===== src/rtl/fft_power_integrator.sv =====
// ---------------------------------------------------------------------------
// fft_power_integrator
//
// Sits behind the pipelined FFT. For each bin it computes |X|^2 = I^2 + Q^2
// and adds it into a per-bin memory over Integration_count consecutive frames.
// Every bin of the final frame of a period is presented on the output with
// its integrated power. The index, last, reverse and tag fields are taken
// from that final-frame sample.
//
// Ports
//   Clk                clock
//   Rst                synchronous, active-high reset
//   Integration_count  frames per integration period (0 behaves as 1),
//                      sampled on the first sample of each period
//   Input_control      valid / last / reverse / data_index / tag from the FFT
//   Input_i, Input_q   signed bin value
//   Output_control     control bundle of the integrated output bin
//   Output_power       integrated power (unsigned, ACCUM_WIDTH bits)
//   Error_sequence     one-cycle pulse when an input index-sequence error occurs
//
// Pipeline: register input -> squares -> sum + RAM read -> load/accumulate.
// An input sample presented in cycle n appears on the output in cycle n+4.
// A sequence error appears on Error_sequence in cycle n+1.
//
// Configuration macro: FFT_POWER_INTEGRATOR_SATURATE_EN
//   defined   - accumulation saturates at 2^ACCUM_WIDTH-1
//   undefined - accumulation wraps modulo 2^ACCUM_WIDTH
//
// The control bundle type comes from fft_power_integrator_pkg. Its index
// field width must equal INDEX_WIDTH.
// ---------------------------------------------------------------------------

package fft_power_integrator_pkg;
  localparam int FFT_INDEX_WIDTH = 5;
  localparam int FFT_TAG_WIDTH   = 8;

  typedef struct packed {
    logic                       valid;
    logic                       last;
    logic                       reverse;
    logic [FFT_INDEX_WIDTH-1:0] data_index;
    logic [FFT_TAG_WIDTH-1:0]   tag;
  } fft_control_t;
endpackage

module fft_power_integrator
  import fft_power_integrator_pkg::*;
#(
  parameter int NUM_POINTS       = 32,
  parameter int INDEX_WIDTH      = $clog2(NUM_POINTS),
  parameter int INPUT_DATA_WIDTH = 21,
  parameter int COUNT_WIDTH      = 8,
  parameter int ACCUM_WIDTH      = 2*INPUT_DATA_WIDTH + 8
) (
  input  logic                               Clk,
  input  logic                               Rst,
  input  logic [COUNT_WIDTH-1:0]             Integration_count,
  input  fft_control_t                       Input_control,
  input  logic signed [INPUT_DATA_WIDTH-1:0] Input_i,
  input  logic signed [INPUT_DATA_WIDTH-1:0] Input_q,
  output fft_control_t                       Output_control,
  output logic [ACCUM_WIDTH-1:0]             Output_power,
  output logic                               Error_sequence
);

  localparam int SQ_WIDTH = 2*INPUT_DATA_WIDTH;
  localparam logic [INDEX_WIDTH-1:0] LAST_INDEX = INDEX_WIDTH'(NUM_POINTS-1);

  // Per-sample bookkeeping that travels with the data through the pipeline.
  // The load/accumulate and output/write-back choices are made when the
  // sample arrives, so later stages do not need to consult the FSM.
  typedef struct packed {
    logic                       last;
    logic                       reverse;
    logic [FFT_INDEX_WIDTH-1:0] data_index;
    logic [FFT_TAG_WIDTH-1:0]   tag;
    logic                       first_frame;
    logic                       final_frame;
  } meta_t;

  typedef enum logic {
    IDLE,
    INTEGRATING
  } state_t;

  state_t state;
  state_t state_next;

  logic [INDEX_WIDTH-1:0] expected_index;
  logic [COUNT_WIDTH-1:0] frame_count;
  logic [COUNT_WIDTH-1:0] target;

  logic                   index_ok;
  logic                   last_ok;
  logic                   seq_error;
  logic                   sample_ok;
  logic                   period_start;
  logic                   first_frame;
  logic                   final_frame;
  logic                   frame_end;
  logic [COUNT_WIDTH-1:0] count_eff;
  logic [COUNT_WIDTH-1:0] target_eff;
  logic [COUNT_WIDTH:0]   frames_done;

  logic                          s1_valid;
  meta_t                         s1_meta;
  logic signed [INPUT_DATA_WIDTH-1:0] s1_i;
  logic signed [INPUT_DATA_WIDTH-1:0] s1_q;

  logic                          s2_valid;
  meta_t                         s2_meta;
  logic [SQ_WIDTH-1:0]           s2_sq_i;
  logic [SQ_WIDTH-1:0]           s2_sq_q;
  logic signed [SQ_WIDTH-1:0]    ext_i;
  logic signed [SQ_WIDTH-1:0]    ext_q;

  logic                          s3_valid;
  meta_t                         s3_meta;
  logic [ACCUM_WIDTH-1:0]        s3_sum;
  logic [ACCUM_WIDTH-1:0]        rd_data;

  logic [ACCUM_WIDTH-1:0]        acc_value;

  logic [ACCUM_WIDTH-1:0]        power_mem [NUM_POINTS];

  // -------------------------------------------------------------------------
  // FSM state register
  // -------------------------------------------------------------------------
  always_ff @(posedge Clk) begin
    if (Rst) begin
      state <= IDLE;
    end else begin
      state <= state_next;
    end
  end

  // -------------------------------------------------------------------------
  // FSM next-state logic
  // A sequence error abandons the period from either state. A single sample
  // cannot both open and close a frame because NUM_POINTS >= 8.
  // -------------------------------------------------------------------------
  always_comb begin
    state_next = state;
    case (state)
      IDLE: begin
        if (sample_ok) begin
          state_next = INTEGRATING;
        end
      end
      INTEGRATING: begin
        if (seq_error) begin
          state_next = IDLE;
        end else if (frame_end && final_frame) begin
          state_next = IDLE;
        end
      end
      default: state_next = IDLE;
    endcase
  end

  // -------------------------------------------------------------------------
  // FSM output / sample classification
  // The target for the very first sample of a period is not yet registered.
  // Therefore target_eff forwards the freshly sampled count. Without this,
  // a period with a count of 1 would miss its output on bin 0.
  // -------------------------------------------------------------------------
  always_comb begin
    count_eff    = (Integration_count == '0) ? COUNT_WIDTH'(1) : Integration_count;
    index_ok     = (Input_control.data_index == expected_index);
    last_ok      = (Input_control.last == (Input_control.data_index == LAST_INDEX));
    seq_error    = Input_control.valid && !(index_ok && last_ok);
    sample_ok    = Input_control.valid && index_ok && last_ok;
    period_start = sample_ok && (expected_index == '0) && (frame_count == '0);
    target_eff   = period_start ? count_eff : target;
    frames_done  = {1'b0, frame_count} + (COUNT_WIDTH+1)'(1);
    first_frame  = (frame_count == '0);
    final_frame  = (frames_done >= {1'b0, target_eff});
    frame_end    = sample_ok && Input_control.last;
  end

  // -------------------------------------------------------------------------
  // Sequence and frame counters, plus the latched per-period target
  // -------------------------------------------------------------------------
  always_ff @(posedge Clk) begin
    if (Rst) begin
      expected_index <= '0;
      frame_count    <= '0;
      target         <= COUNT_WIDTH'(1);
    end else if (seq_error) begin
      expected_index <= '0;
      frame_count    <= '0;
    end else if (sample_ok) begin
      if (period_start) begin
        target <= count_eff;
      end
      expected_index <= (expected_index == LAST_INDEX) ? '0
                                                       : expected_index + INDEX_WIDTH'(1);
      if (frame_end) begin
        frame_count <= final_frame ? '0 : frames_done[COUNT_WIDTH-1:0];
      end
    end
  end

  // -------------------------------------------------------------------------
  // Pipeline valid bits. Only these bits are reset, which is enough to
  // discard every sample that is in flight.
  // -------------------------------------------------------------------------
  always_ff @(posedge Clk) begin
    if (Rst) begin
      s1_valid <= 1'b0;
      s2_valid <= 1'b0;
      s3_valid <= 1'b0;
    end else begin
      s1_valid <= sample_ok;
      s2_valid <= s1_valid;
      s3_valid <= s2_valid;
    end
  end

  // Sign-extend to full product width so each square is exact.
  always_comb begin
    ext_i = {{INPUT_DATA_WIDTH{s1_i[INPUT_DATA_WIDTH-1]}}, s1_i};
    ext_q = {{INPUT_DATA_WIDTH{s1_q[INPUT_DATA_WIDTH-1]}}, s1_q};
  end

  // -------------------------------------------------------------------------
  // Pipeline data registers and the registered RAM read. The RAM is read
  // with the stage-2 index, so the stored value arrives together with
  // stage 3's sum.
  // -------------------------------------------------------------------------
  always_ff @(posedge Clk) begin
    s1_meta.last        <= Input_control.last;
    s1_meta.reverse     <= Input_control.reverse;
    s1_meta.data_index  <= Input_control.data_index;
    s1_meta.tag         <= Input_control.tag;
    s1_meta.first_frame <= first_frame;
    s1_meta.final_frame <= final_frame;
    s1_i                <= Input_i;
    s1_q                <= Input_q;

    s2_meta <= s1_meta;
    s2_sq_i <= ext_i * ext_i;
    s2_sq_q <= ext_q * ext_q;

    s3_meta <= s2_meta;
    s3_sum  <= ACCUM_WIDTH'(s2_sq_i) + ACCUM_WIDTH'(s2_sq_q);
    rd_data <= power_mem[s2_meta.data_index];
  end

  // -------------------------------------------------------------------------
  // Load on the first frame, otherwise add to the stored partial sum
  // -------------------------------------------------------------------------
`ifdef FFT_POWER_INTEGRATOR_SATURATE_EN
  logic [ACCUM_WIDTH:0] acc_wide;

  always_comb begin
    acc_wide = {1'b0, rd_data} + {1'b0, s3_sum};
    if (s3_meta.first_frame) begin
      acc_value = s3_sum;
    end else if (acc_wide[ACCUM_WIDTH]) begin
      acc_value = '1;
    end else begin
      acc_value = acc_wide[ACCUM_WIDTH-1:0];
    end
  end
`else
  always_comb begin
    if (s3_meta.first_frame) begin
      acc_value = s3_sum;
    end else begin
      acc_value = rd_data + s3_sum;
    end
  end
`endif

  // -------------------------------------------------------------------------
  // Write back partial sums. The final frame skips the write, because the
  // next period starts by loading fresh values.
  // -------------------------------------------------------------------------
  always_ff @(posedge Clk) begin
    if (s3_valid && !s3_meta.final_frame) begin
      power_mem[s3_meta.data_index] <= acc_value;
    end
  end

  // -------------------------------------------------------------------------
  // Output registers. All fields read 0 whenever no bin is being presented.
  // -------------------------------------------------------------------------
  always_ff @(posedge Clk) begin
    if (Rst) begin
      Output_control <= '0;
      Output_power   <= '0;
      Error_sequence <= 1'b0;
    end else begin
      Error_sequence <= seq_error;
      if (s3_valid && s3_meta.final_frame) begin
        Output_control.valid      <= 1'b1;
        Output_control.last       <= s3_meta.last;
        Output_control.reverse    <= s3_meta.reverse;
        Output_control.data_index <= s3_meta.data_index;
        Output_control.tag        <= s3_meta.tag;
        Output_power              <= acc_value;
      end else begin
        Output_control <= '0;
        Output_power   <= '0;
      end
    end
  end

endmodule


===== config.mk =====
export PLATFORM = sky130hd
export DESIGN_NAME = fft_power_integrator
export DESIGN_NICKNAME = d
export VERILOG_FILES = /design/src/rtl/fft_power_integrator.sv
export SDC_FILE = /design/constraint.sdc
export NUM_CORES = 2
export LEC_CHECK = 0
export BUFFER_PORTS_ARGS = -buffer_cell sky130_fd_sc_hd__buf_4
export CORE_UTILIZATION = 30
export CTS_CLUSTER_DIAMETER = 100
export CTS_CLUSTER_SIZE = 20
export DETAILED_ROUTE_END_ITERATION = 7
export HOLD_SLACK_MARGIN = 0.15
export SYNTH_ARGS = -nofsm -noshare
export SYNTH_HDL_FRONTEND = slang
export SYNTH_SLANG_ARGS = --single-unit
export TNS_END_PERCENT = 1

===== constraint.sdc =====
create_clock -name Clk -period 8.9 [get_ports Clk]
set_clock_uncertainty 0.15 [all_clocks]
set_input_delay 2.225 -clock Clk [delete_from_list [all_inputs] [get_ports Clk]]
set_output_delay 2.225 -clock Clk [all_outputs]
set_load 0.05 [all_outputs]

# After elaboration in Yosys (flattened, before gate mapping)
# Memory sizes are Yosys's and may differ from the RTL's. A register that Yosys moved wholly into a read port is not among the register bits.
# Cells that the tools add are included.
word_totals:
  regBits: 311
  ramBits: 1600
  inputBits: 68
  out_inout_bits: 67
  wordCells: 76
  mem_count: 1
classes:
  add_sub_neg: 4
  mul: 2
  n_lt_le_gt_ge: 1
  eq_ne: 4
  n_mux: 8
  bitwise: 2
  reduce_logical: 18
mem_list:
  columns: ["name", "words", "word_bits", "read_ports", "rd_ports_with_merged_regs", "wr", "line_no", "source"]
  rows:
  - ["power_mem", 32, 50, 1, 1, 1, "124", "logic [ACCUM_WIDTH-1:0] power_mem [NUM_POINTS];"]
op_table:
  columns: ["op", "count"]
  rows:
  - ["$mul A21 B21 Y42", 2]
  - ["$add A50 B43 Y50", 1]
  - ["$mux W50", 1]
  - ["$add A42 B42 Y43", 1]
  - ["$mux W8", 3]
  - ["$logic_not A8 Y1", 2]
  - ["$mux W16", 1]
  - ["$eq A5 B5 Y1 const B", 2]
  - ["$add A8 B1 Y9 const B", 1]
  - ["$ge A9 B8 Y1", 1]
  - ["$logic_and A1 B1 Y1", 9]
  - ["$add A5 B1 Y5 const B", 1]
  - ["$eq A5 B5 Y1", 1]
  - ["$logic_not A5 Y1", 1]
  - ["$mux W5", 1]
  - ["$reduce_and A2 Y1", 2]
  - ["$reduce_or A2 Y1", 2]
  - ["$logic_not A1 Y1", 2]
  - ["$mux W1", 2]
  - ["$not A1 Y1", 2]
  - ["$eq A1 B1 Y1", 1]

# Longest topological paths before layout
depth:
  word_depth: 8
  ltp_mapped: 31

# Least setup slack after synthesis
# No wires, ideal clock.
synth_path:
  path_kind: "register -> register"
  from: "register s1_q[15]"
  to: "register s2_sq_q[37]"
  setup_time_ps: 72
  t_arrival_ps: 6983
  required_ps: 8678
  slack_ps: 1695
  path_stages_with_launch: 28
  path_buffers: 2
  period_less_slack_ps: 7205
  cell_sequence: "dfxtp_1 > clkbuf_1 > clkbuf_1 > nand2_1 > fa_1 > inv_1 > fa_1 > inv_1 > fa_1 > inv_1 > fa_1 > fa_1 > fa_1 > inv_1 > fa_1 > inv_1 > ha_1 > a21o_1 > a21oi_2 > nor2_1 > a311o_1 > o41a_1 > a211oi_2 > o21ai_2 > a21o_1 > a21o_1 > a21oi_2 > xnor2_1"
synth_via:
  elab_chain_len: 1
synth_rtl:
  columns: ["element", "line_no", "source"]
  rows:
  - ["from (decl)", "108", "logic signed [INPUT_DATA_WIDTH-1:0] s1_q;"]
  - ["from (signal assigned)", "239", "s1_q <= Input_q;"]
  - ["$mul A21 B21 Y42", "243", "s2_sq_q <= ext_q * ext_q;"]
  - ["to (signal assigned)", "243", null]
  - ["to (decl)", "113", "logic [SQ_WIDTH-1:0] s2_sq_q;"]
# Every way passes these cells.
# A chain may end at the register's enable or synchronous reset.

# Worst setup path in the final report
layout_path:
  from: "register s1_q[4]"
  to: "register s2_sq_q[38]"
# The elaborated chain is that of the path after synthesis.

==> metrics.md <==
| Metric | Value |
|---|---|
| Status | `completed` |
| Final hold violation count | `0` |
| Share of cells above drive strength 1 | `15.3%` |
| Hold buffers post-CTS | `0` |
| # fillers | `32800` |
| Slew headroom | `12.1%` |
| Hold crit path type | `flip-flop to flip-flop` |
| Startpoint Class | `flip-flop` |
| Via density per instance | `4.82` |
| Post-Route Setup TNS | `0 ns` |
| Required @ worst endpoint | `9.40 ns` |
| Hold endpoint | `s2_meta[9]` |
| Hold_ws | `0.176 ns` |
| Die ar. | `345000 um^2` |
| Fin. max-slew vios | `0` |
| Cell mode on critical path | `fa_1` |
| Detail Placement HPWL | `171000 um` |
| Worst path max stage delay | `0.87 ns` |
| Post-cts gate resize count | `0` |
| Adder-cell share of the synthesized area | `20.4%` |
| First-pass GRT wire length | `390000 um` |
| DRC errors left | `0` |
| Vias in the first global route | `58500` |
| Crit Reg-Reg Endpoint | `s2_sq_q[38]` |
| CTS clk-pin slew, worst paths | `0.09 ns` |
| Final period util | `90.3%` |
| RSZ-0062 raised after global routing | `no` |
| Hold Path Stages | `0` |
| N_diodes | `0` |
| Largest family of logic cells by synthesized area | `adder cells` |
| Compound-cell area share of the yosys netlist | `3.03%` |
| Most common cell after layout, fill and taps aside | `edfxtp_1` |
| Yosys cell types | `77` |
| Routed via count | `55600` |
| Synthesized area | `103000 um^2` |
| Synth Register Bits | `1959` |
| Slew @ Worst Pin | `1.32 ns` |
| Reg2reg path depth | `25` |
| Mux cell area share after synthesis | `11.7%` |
| Critical Setup Path Class | `flip-flop to flip-flop` |
| Row cnt | `214` |
| Gr usage total | `15.1%` |
| GPL Wtd Cong | `0.863` |
| Hold Path Origin | `s1_meta[9]` |
| Grt total ovfl | `0` |
| Sequential fraction of the synthesis area | `53.7%` |
| Antenna-violating nets left | `0` |
| Critical path's slowest cell | `dfxtp_1` |
| Die Y | `588 um` |
| Maximum clock path buffer count | `3` |
| Area Overhead vs Synth | `10.6%` |
| Drt initial violations | `4860` |
| Pin count of the biggest net entering global routing | `136` |
| Max FO, Critical Path | `19` |
| Initial Utilization | `30.2%` |
| Post-route cell area | `114000 um^2` |
| Clock root cell | `clkbuf_16` |
| CP Capture Type | `flip-flop` |
| Fmax | `124 MHz` |
| Clock Latency Late Sink | `0.82 ns` |
| Mapped Avg Cell Area | `15.2 um^2` |
| DP Area | `110000 um^2` |
| Critical Path AT | `8.53 ns` |
| Synth Flop Type | `edfxtp_1` |
| Reg2reg start | `s1_q[4]` |
| Asr flop ratio synth | `0%` |
| Most frequent cells in the layout | `edfxtp_1 (1600), inv_1 (1122), fa_1 (828), mux4_2 (500), nand2_1 (394)` |
| Post-CTS setup buffer count | `0` |
| TritonCTS clock tree | `yes` |
| Synthesized net count | `8003` |
| Pre-Repair DR Iteration Count | `5` |
| Sink Count | `1959` |
| Min cycle time layout | `8.03 ns` |
| Ys Warns | `0` |
| Net count, final | `8156` |
| # Max-Cap Violations | `0` |
| WL final | `264000 um` |
| H-tree Lvls | `3` |
| Avg WL per Cell | `22.9 um` |
| Synth Instances | `6756` |
| I/O Pins | `135` |
| I/O Buffers | `134` |
| Core ar. | `341000 um^2` |
| Num CTS Buffers | `116` |
| Synth Area in XOR/XNOR | `1.69%` |
| Die width | `588 um` |
| Reg2reg setup slack | `0.87 ns` |
| EDFF count, synth | `1600` |
| Initial antenna violation count | `5` |
| Finish-stage setup viols | `0` |
| Synth Area in Simple Gates | `4.57%` |
-- worst max-delay path: cells and delay by family (launching register included) --
family,cells,cell delay [ns]
buffers and inverters,5,0.52
AO/OA/AOI/OAI,7,1.71
adder cells (fa/ha/maj),8,3.81
flip-flops,1,0.87
AND/OR/NAND/NOR,4,0.73
XOR/XNOR,1,0.11
-- synthesized netlist by cell type, types with 31 or more instances --
cell         n  share of area (%)
a21o_1      89               0.65
a21oi_1    141               0.69
and2_1     177                1.1
buf_1       31               0.11
clkbuf_1   200               0.73
dfxtp_1    359                7.0
edfxtp_1  1600                 47
fa_1       828                 16
ha_1       351                4.3
inv_1     1123                4.1
mux2_2      56               0.61
mux4_2     500                 11
nand2_1    394                1.4
nor2_1     245               0.89
nor3_1      36               0.18
o21ai_0     91               0.44
xnor2_1    126                1.1
xor2_1      72               0.61
-- worst max-delay path by stage --
stage / from / to / slack, ns / cells past startpoint
after global placement: s1_i[6] / s2_sq_i[34] / 0.97 / 25
after global routing: s1_i[6] / s2_sq_i[34] / 0.54 / 25
after detailed placement: s1_q[4] / s2_sq_q[38] / 0.89 / 25
after floorplan: s1_q[15] / s2_sq_q[37] / 1.69 / 27
after CTS: s1_q[4] / s2_sq_q[38] / 0.86 / 25
final: s1_q[4] / s2_sq_q[38] / 0.87 / 25
-- routing by layer --
layer	part of all wire, %	up-vias	track usage, %
met4	2.5	2	3.68
met2	49	1729	25.7
met1	43	29800	20.7
met3	5.6	336	1.69
met5	0.0034	-	0
li1	-	23800	-
-- state kept, by name, summed over array words and instances, names as in the netlist, 21 cells and up --
register,count
power_mem,1600
Output_power,50
rd_data,50
s3_sum,43
s2_sq_i,41
s2_sq_q,41
s1_i,21
s1_q,21
-- area by class of cell --
| class | instances | area (um^2) | area share (%) |
|---|---|---|---|
| clock buffer | 199 | 3240 | 2.84 |
| inverter | 1126 | 4230 | 3.71 |
| timing repair buffer | 268 | 2100 | 1.84 |
| multi-input combinational | 3438 | 42900 | 37.7 |
| clock inverter | 22 | 397 | 0.349 |
| tap | 4536 | 5680 | 4.99 |
| sequential | 1959 | 55300 | 48.6 |
-- stage by stage --
| step | instances | utilization [%] | setup slack [ns] |
|---|---|---|---|
| after floorplan | 6756 | - | 1.69 |
| after global placement | 11300 | 32.3 | 0.970 |
| after detailed placement | 11300 | 32.3 | 0.890 |
| after CTS | 11500 | 33.4 | 0.864 |
| after global routing | 11500 | 33.4 | 0.536 |
| final | 11500 | 33.4 | 0.868 |
-- cells by family after synthesis --
| family | count (synthesis) |
|---|---|
| flip-flops | 1959 |
| buffers and inverters | 1359 |
| adder cells (fa/ha/maj) | 1179 |
| AND/OR/NAND/NOR | 1010 |
| multiplexers | 567 |
| AO/OA/AOI/OAI | 484 |
| XOR/XNOR | 198 |
Power is not shown: default switching activity piles up to over one toggle a cycle in this logic, so the estimate is an artifact.
